===== src/rtl/systolic_tile_sequencer.sv =====
// Sequences one 4x4 tile through a 4x4 systolic array: buffer A/B rows, clear, skewed feed, drain, capture.
// Optional macro TILE_ACC_EN accumulates captured results across K-tiles until the tile flagged ld_last.

// Picks element (cnt - LANE) of a 4-element operand vector, or 0 outside the skew window.
module sts_lane_sel #(
  parameter int LANE = 0
) (
  input  logic             en,
  input  logic [2:0]       cnt,
  input  logic [3:0][15:0] vec,
  output logic [15:0]      val
);
  logic [3:0] d;
  assign d   = {1'b0, cnt} - 4'(LANE);
  assign val = (en && d < 4'd4) ? vec[d[1:0]] : '0;
endmodule

module systolic_tile_sequencer #(
  parameter int LAT = 10
) (
  input  logic         clk,
  input  logic         rst,
  input  logic         ld_valid,
  output logic         ld_ready,
  input  logic [63:0]  ld_a_row,
  input  logic [63:0]  ld_b_row,
  input  logic         ld_last,
  output logic [63:0]  arr_west,
  output logic [63:0]  arr_north,
  output logic         arr_rst,
  input  logic [255:0] arr_out,
  output logic [255:0] res_data,
  output logic         res_valid,
  input  logic         res_ready,
  output logic         busy
);
  localparam int CW = $clog2(LAT + 1);

  typedef enum logic [2:0] {IDLE, LOAD, CLEAR, FEED, DRAIN, HOLD} state_t;

  state_t                state, state_nxt;
  logic [1:0]            rcnt, rcnt_nxt;
  logic [CW-1:0]         cnt, cnt_nxt;
  logic [3:0][3:0][15:0] a_buf, b_buf, b_col;
  logic [3:0][15:0]      west_nxt, north_nxt;
  logic [15:0][15:0]     res_cap;
  logic                  ld_fire, capture, feed_nxt;

  assign ld_ready  = !rst && (state == IDLE || state == LOAD);
  assign ld_fire   = ld_valid && ld_ready;
  assign res_valid = (state == HOLD);
  assign busy      = (state != IDLE);
  assign capture   = (state == DRAIN) && (cnt == CW'(LAT));
  assign feed_nxt  = (state_nxt == FEED);

`ifdef TILE_ACC_EN
  logic              last_q, first_q;
  logic [15:0][15:0] res_v, arr_v;
  assign res_v = res_data;
  assign arr_v = arr_out;
  always_comb begin
    res_cap = '0;
    for (int p = 0; p < 16; p++) res_cap[p] = (first_q ? 16'd0 : res_v[p]) + arr_v[p];
  end
`else
  logic unused_ld_last;
  assign unused_ld_last = ld_last;
  assign res_cap        = arr_out;
`endif

  always_comb begin
    state_nxt = state;
    rcnt_nxt  = rcnt;
    cnt_nxt   = cnt;
    case (state)
      IDLE, LOAD: if (ld_fire) begin
        rcnt_nxt  = rcnt + 2'd1;  // wraps to 0 after beat 3
        state_nxt = (rcnt == 2'd3) ? CLEAR : LOAD;
      end
      CLEAR: begin
        cnt_nxt   = '0;
        state_nxt = FEED;
      end
      FEED: begin
        cnt_nxt = cnt + CW'(1);
        if (cnt == CW'(6)) state_nxt = DRAIN;
      end
      DRAIN: begin
        cnt_nxt = cnt + CW'(1);
`ifdef TILE_ACC_EN
        if (capture) state_nxt = last_q ? HOLD : IDLE;
`else
        if (capture) state_nxt = HOLD;
`endif
      end
      HOLD: if (res_ready) state_nxt = IDLE;
      default: state_nxt = IDLE;
    endcase
  end

  // B columns so that both west and north lanes use the same selector.
  for (genvar i = 0; i < 4; i++) begin : g_lane
    for (genvar k = 0; k < 4; k++) begin : g_col
      assign b_col[i][k] = b_buf[k][i];
    end
    sts_lane_sel #(.LANE(i)) u_west (
      .en(feed_nxt), .cnt(cnt_nxt[2:0]), .vec(a_buf[i]), .val(west_nxt[i])
    );
    sts_lane_sel #(.LANE(i)) u_north (
      .en(feed_nxt), .cnt(cnt_nxt[2:0]), .vec(b_col[i]), .val(north_nxt[i])
    );
  end

  always_ff @(posedge clk) begin
    if (ld_fire) begin
      a_buf[rcnt] <= ld_a_row;
      b_buf[rcnt] <= ld_b_row;
    end
  end

  // Array drive is computed from next state so the register holds it for the cycle the array samples.
  always_ff @(posedge clk) begin
    if (rst) begin
      state     <= IDLE;
      rcnt      <= '0;
      cnt       <= '0;
      arr_west  <= '0;
      arr_north <= '0;
      arr_rst   <= 1'b1;
      res_data  <= '0;
`ifdef TILE_ACC_EN
      last_q    <= 1'b0;
      first_q   <= 1'b1;
`endif
    end else begin
      state     <= state_nxt;
      rcnt      <= rcnt_nxt;
      cnt       <= cnt_nxt;
      arr_west  <= west_nxt;
      arr_north <= north_nxt;
      arr_rst   <= (state_nxt == CLEAR);
      if (capture) res_data <= res_cap;
`ifdef TILE_ACC_EN
      if (ld_fire && rcnt == 2'd3) last_q <= ld_last;
      if (res_valid && res_ready) first_q <= 1'b1;
      else if (capture)           first_q <= 1'b0;
`endif
    end
  end
endmodule


===== config.mk =====
export PLATFORM = sky130hd
export DESIGN_NAME = systolic_tile_sequencer
export DESIGN_NICKNAME = d
export VERILOG_FILES = /design/src/rtl/systolic_tile_sequencer.sv
export SDC_FILE = /design/constraint.sdc
export NUM_CORES = 1
export LEC_CHECK = 0
export CELL_PAD_IN_SITES_DETAIL_PLACEMENT = 1
export CELL_PAD_IN_SITES_GLOBAL_PLACEMENT = 1
export CORE_AREA = 2 2 303 305
export CTS_BUF_LIST = sky130_fd_sc_hd__clkbuf_4 sky130_fd_sc_hd__clkbuf_8
export CTS_CLUSTER_SIZE = 28
export DETAILED_ROUTE_END_ITERATION = 10
export DIE_AREA = 0 0 305 307
export PLACE_DENSITY = 0.77
export SETUP_SLACK_MARGIN = 0.02
export SLEW_MARGIN = 20
export SYNTH_ARGS = -nofsm -noshare
export SYNTH_HDL_FRONTEND = slang
export SYNTH_SLANG_ARGS = --single-unit
export TNS_END_PERCENT = 50

===== constraint.sdc =====
create_clock -name clk -period 4.6 [get_ports clk]
set_input_delay 0.46 -clock clk [delete_from_list [all_inputs] [get_ports clk]]
set_output_delay 0.46 -clock clk [all_outputs]
set_load 0.05 [all_outputs]

---- After elaboration in Yosys (flattened, before gate mapping) ----
Cells that the tools add are included.
Widths: inputs -> output; s select.
word-level totals
  output and inout bits ................... 388
  RAM bits ................................ 0
  bits in read-only memories .............. 0
  memories ................................ 0
  logic and storage cells ................. 122
  flip-flop bits (word level) ............. 906
  latch bits .............................. 0
cells by class
  magnitude comparators ................... 10
  $add $sub $neg .......................... 5
  $mul .................................... 0
  equal/unequal tests ..................... 10
  shift-type cells ........................ 0
  multiplexer cells ....................... 27
  bitwise gates (word level) .............. 4
  reductions and logical operators ........ 20
  div/mod/pow operators ................... 0
operators by type and width
  kind                 count
  $bwmux 256           2
  $bmux 16 s2          8
  $demux 64 s2         1
  $mux 16              8
  $mux 64              1
  $lt 2x3->1 const B   5
  $pmux 3 s5           1
  $eq 3x2->1 const B   4
  $lt 4x3->1 const B   3
  $mux 3               4
  $reduce_or 2->1      6
  $logic_and 1x1->1    8
  $pmux 4 s2           1
  $sub 3x2->4 const B  2
  $eq 3x3->1 const B   2
  $add 4x1->4 const B  1
  $eq 4x3->1 const B   1
  $eq 4x4->1 const B   1
  $not 1->1            4
  $sub 3x1->4 const B  1
  $eq 3x1->1 const B   1
  $logic_not 3->1      1
  $lt 3x3->1 const B   1
  $reduce_bool 3->1    1
  other kinds (8)      8

---- Logic depth before layout (Yosys ltp) ----
  word-level depth ........................ 10
  gate-level depth with buffers ........... 12
  depth with buffers taken out ............ 9

---- Hierarchy ----
From an unflattened synthesis, not the netlist that was laid out.
unflattened totals
  cell total of the unflattened synthesis .. 2,399
  area total of the unflattened synthesis .. 33,817.4 µm²
by module, submodules not included
  module                                 seq. area each (µm²)  cells an instance  area an instance (µm²)  instances
  systolic_tile_sequencer                23,262.3              2,027              29,050.4                1
  sts_lane_sel at g_lane[3].u_north ...  0.0                   45                 648.1                   2
  sts_lane_sel at g_lane[1].u_north ...  0.0                   45                 631.9                   2
  sts_lane_sel at g_lane[0].u_north ...  0.0                   57                 560.5                   2
  sts_lane_sel at g_lane[2].u_north ...  0.0                   39                 543.0                   2

---- Worst setup path before layout ----
Ideal clock, no wire load.
  kind .................................... in2reg
  from .................................... input port rst
  to ...................................... register a_buf[100] (netlist name), enable pin
  setup time .............................. 0.502 ns
  path buffers ............................ 1
  cell stages on the path ................. 4
  setup slack ............................. -0.175 ns
  data arrival time ....................... 4.273 ns
  cells stage by stage .................... clkbuf_1 nor2b_1 nor3b_1 and2_1
on the way
  cells in the longest elaborated chain, start to end .. 3
RTL lines
  element                         line  text
  start: declaration              22    input logic rst,
  $logic_not 1->1                 49    assign ld_ready = !rst && (state == IDLE || state == LOAD);
  $logic_and 1x1->1               49
  $logic_and 1x1->1               50    assign ld_fire = ld_valid && ld_ready;
  end signal: indexed assignment  116   a_buf[rcnt] <= ld_a_row;
  end: declaration                44    logic [3:0][3:0][15:0] a_buf, b_buf, b_col;
No other way between the ends.
A chain may end at the register's enable or synchronous reset.

---- Worst setup path after layout ----
  from .................................... register state[2]
  to ...................................... register arr_north[63]
on the way
  cells in the longest elaborated chain, start to end .. 10
  elaborated cells between the ends (all ways) .. 26
  those cells by class .................... add/sub: 1; order compare: 1; eq/ne: 6; mux: 8; bitwise: 1; reduce/logical: 9
RTL lines
  element                                               line  text
  start: declaration                                    41    state_t state, state_nxt;
  start signal: assignment                              136   state <= state_nxt;
  branches (longest 10 deep; another with $sub 3x2->4)  -
  end signal: assignment                                140   arr_north <= north_nxt;
  end: declaration                                      29    output logic [63:0] arr_north,
Parallel ways; which one is timed is not known. The select of a mux whose other input is x is not followed.

==> results_dict.tcl <==
set metrics [dict create \
    clock_path_buffers 3 \
    wirelength_um 109000 \
    cts_hold_buf 0 \
    dieArea_um2 93600 \
    yosys_warnings 0 \
    core-area_um2 90700 \
    drcViolationCount 0 \
    grtUsageTotal_pct 22.8 \
    drv_cap 0 \
    cts_resized 0 \
    cp.arrival_ns 3.68 \
    max_freq_mhz 329 \
    maxSlewHeadroom_pct 27.4 \
    synth-seq-cells 906 \
    synth_edf_count 512 \
    cts_max_level 4 \
    dr_wl_met3_um 9380 \
    skew_ns 0.0414 \
    placementRows 111 \
    num_vias 21200 \
    placed_cells 4075 \
    hold_viol 0 \
    maxSlewViolCount 0 \
    io_buffers 775 \
    initial_core_util_pct 34.5 \
    clk_pin_slew_ns 0.06 \
    final_cells 4364 \
    worstHoldPathType "in -> reg" \
    route.met2.wl_um 54800 \
    grt_pass1_vias 22400 \
    post_drt_wl_per_cell_um 25.0 \
    numCtsBuffers 152 \
    layout.nets 3444 \
    io_pins 777 \
    power_density_nw_per_um2 390 \
    met1_length_um 38700 \
    required_ns 5.24 \
    crit_fanout 27 \
    gp_congestion 0.848 \
    max-vdd-ir-drop_mv 0.329 \
    status "finished, final reports clean" \
    drtPass1Iterations 7 \
    cts_tree "built" \
    power_mw 17.1 \
    ys_async_sr_fraction_pct 0 \
    setup_viol_count_final 0 \
    yosysSeqAreaShare_pct 74.4 \
    place_hpwl_um 76000 \
    clock_latency_ns 0.83 \
    leakagePower_nw 15.2 \
    synth_area_um2 31300 \
    top_layer_used "met5" \
    synth_fp_nets 2622 \
    dieHeight_um 307 \
    synth_cell_types 42 \
    syn_avg_cell_area_um2 14.1 \
    fin_ws_ns 1.56 \
    drt_iter0_drc 1288 \
    rsz0062_at_grt "no" \
    post-cts-setup-buffers 0 \
    dp_slack_ns 1.38 \
    worstSetupStartpointType "register" \
    endpoint_kind "register" \
    crit_type "reg -> reg" \
    root_buffer "clkbuf_8" \
    syn_to_final_growth_pct 39.8 \
    antenna_left 0 \
    worst_pin_slew_ns 1.09 \
    antenna_found_initial 37 \
    netlist_instances 2222 \
    die_x_um 305 \
    grt_max_degree 129 \
    post-route-period-util_pct 66.2 \
    cts_sinks 906 \
    grt_first_pass_wirelength_um 154000 \
    viasPerCell 4.86 \
    synth_ff_type "edfxtp_1" \
    drive_above_1_share_pct 12.1 \
    post-route-min-period_ns 3.04 \
    grt_overflow_total 0 \
]
[metrics by stage]
stage	util [%]	hold slack (ns)	TNS, ns	instance area, µm²
finish	48.2	0.176	0	43700
global route	48.2	0.120	0	43700
CTS	48.1	0.0826	0	43600
detailed placement	44.5	0.446	0	40300
global placement	44.5	0.441	0	40300
floorplan	-	0.479	-22.28	31300
[cell families after synthesis]
kind of cell,synth area share (%)
AOI/OAI and AO/OA,5.83
xor gates and xnor gates,0.0560
adders and majority gates,0.440
buffers and inverters,2.10
DFF,74.4
muxes,8.76
and+or+nand+nor,8.41
[cells in the final DEF, fill, tap and decap left out, drive strengths merged, types with 2 or more instances in the layout]
cell and instances:
nor2 11, o21ai 3, diode 11, clkbuf 234, bufinv 8, a21oi 262
o22ai 64, and3b 2, dfxtp 394, or3 4, and2 3, nand4b 2
o31ai 2, mux4 64, clkdlybuf4s50 774, edfxtp 512, buf 34, nor3b 34
ha 11, nor3 3, clkinv 24, clkinvlp 6, mux2i 128, inv 14
nor2b 34, nand2 517, nand3 6, nand2b 3, xnor2 2
[per-layer routing]
layer / vias to the layer above / track usage, %
li1: 9652 / -
met1: 10500 / 24.0
met2: 783 / 39.3
met3: 252 / 9.06
met4: 42 / 12.1
met5: - / 0
[area by class of cell]
type / instances / area, µm²
Clock buffer: 233 / 2850
Inverter: 8 / 37.5
Antenna cell: 11 / 27.5
Sequential cell: 906 / 23300
Timing Repair Buffer: 809 / 8160
Multi-Input combinational cell: 1167 / 7400
Fill cell: 9180 / 47000
Clock inverter: 44 / 467
Tap cell: 1186 / 1480
[synthesized netlist by cell type, types with 4 or more instances]
master,n,area [µm²]
nor2b_1,34,213
nor3b_1,33,248
mux2i_1,128,1280
ha_1,11,138
edfxtp_1,512,15400
nand2_1,517,1940
clkbuf_1,79,297
nor2_1,11,41.3
inv_1,7,26.3
nand3_1,6,30.0
buf_2,57,285
a21oi_1,261,1310
o22ai_1,64,400
dfxtp_1,394,7890
or3_1,4,25.0
mux4_2,64,1440
[where the power goes]
| part | leakage [nW] | switching, mW | total [mW] | internal, mW |
|---|---|---|---|---|
| Combinational | 5.60 | 0.255 | 0.592 | 0.337 |
| Clock | 1.74 | 3.33 | 7.75 | 4.42 |
| Sequential | 7.82 | 0.0318 | 8.72 | 8.68 |
[worst max-delay path: stages, from the launching register on]
cell	delay, ns
dfxtp_1	0.62
nor3b_2	0.40
o32ai_4	0.21
inv_4	0.25
buf_4	0.58
mux4_2	0.61
nor3b_1	0.16
[registers in the layout (all words and copies together), names as in the netlist]
register and flops:
b_buf 256, arr_rst 1, rcnt 2, cnt 4, state 3, a_buf 256
arr_north 64, res_data 256, arr_west 64
[worst paths after layout]
kind / start / end / slack (ns) / cells past startpoint
setup reg to reg: state[2] / arr_north[63] / 1.56 / 6
hold reg to reg: res_data[160] / res_data[160] / 0.45 / 2
setup / recovery: state[2] / arr_north[63] / 1.56 / 6
hold / removal: arr_out[43] / res_data[43] / 0.18 / 3
Power figures use the tool's default switching activity.
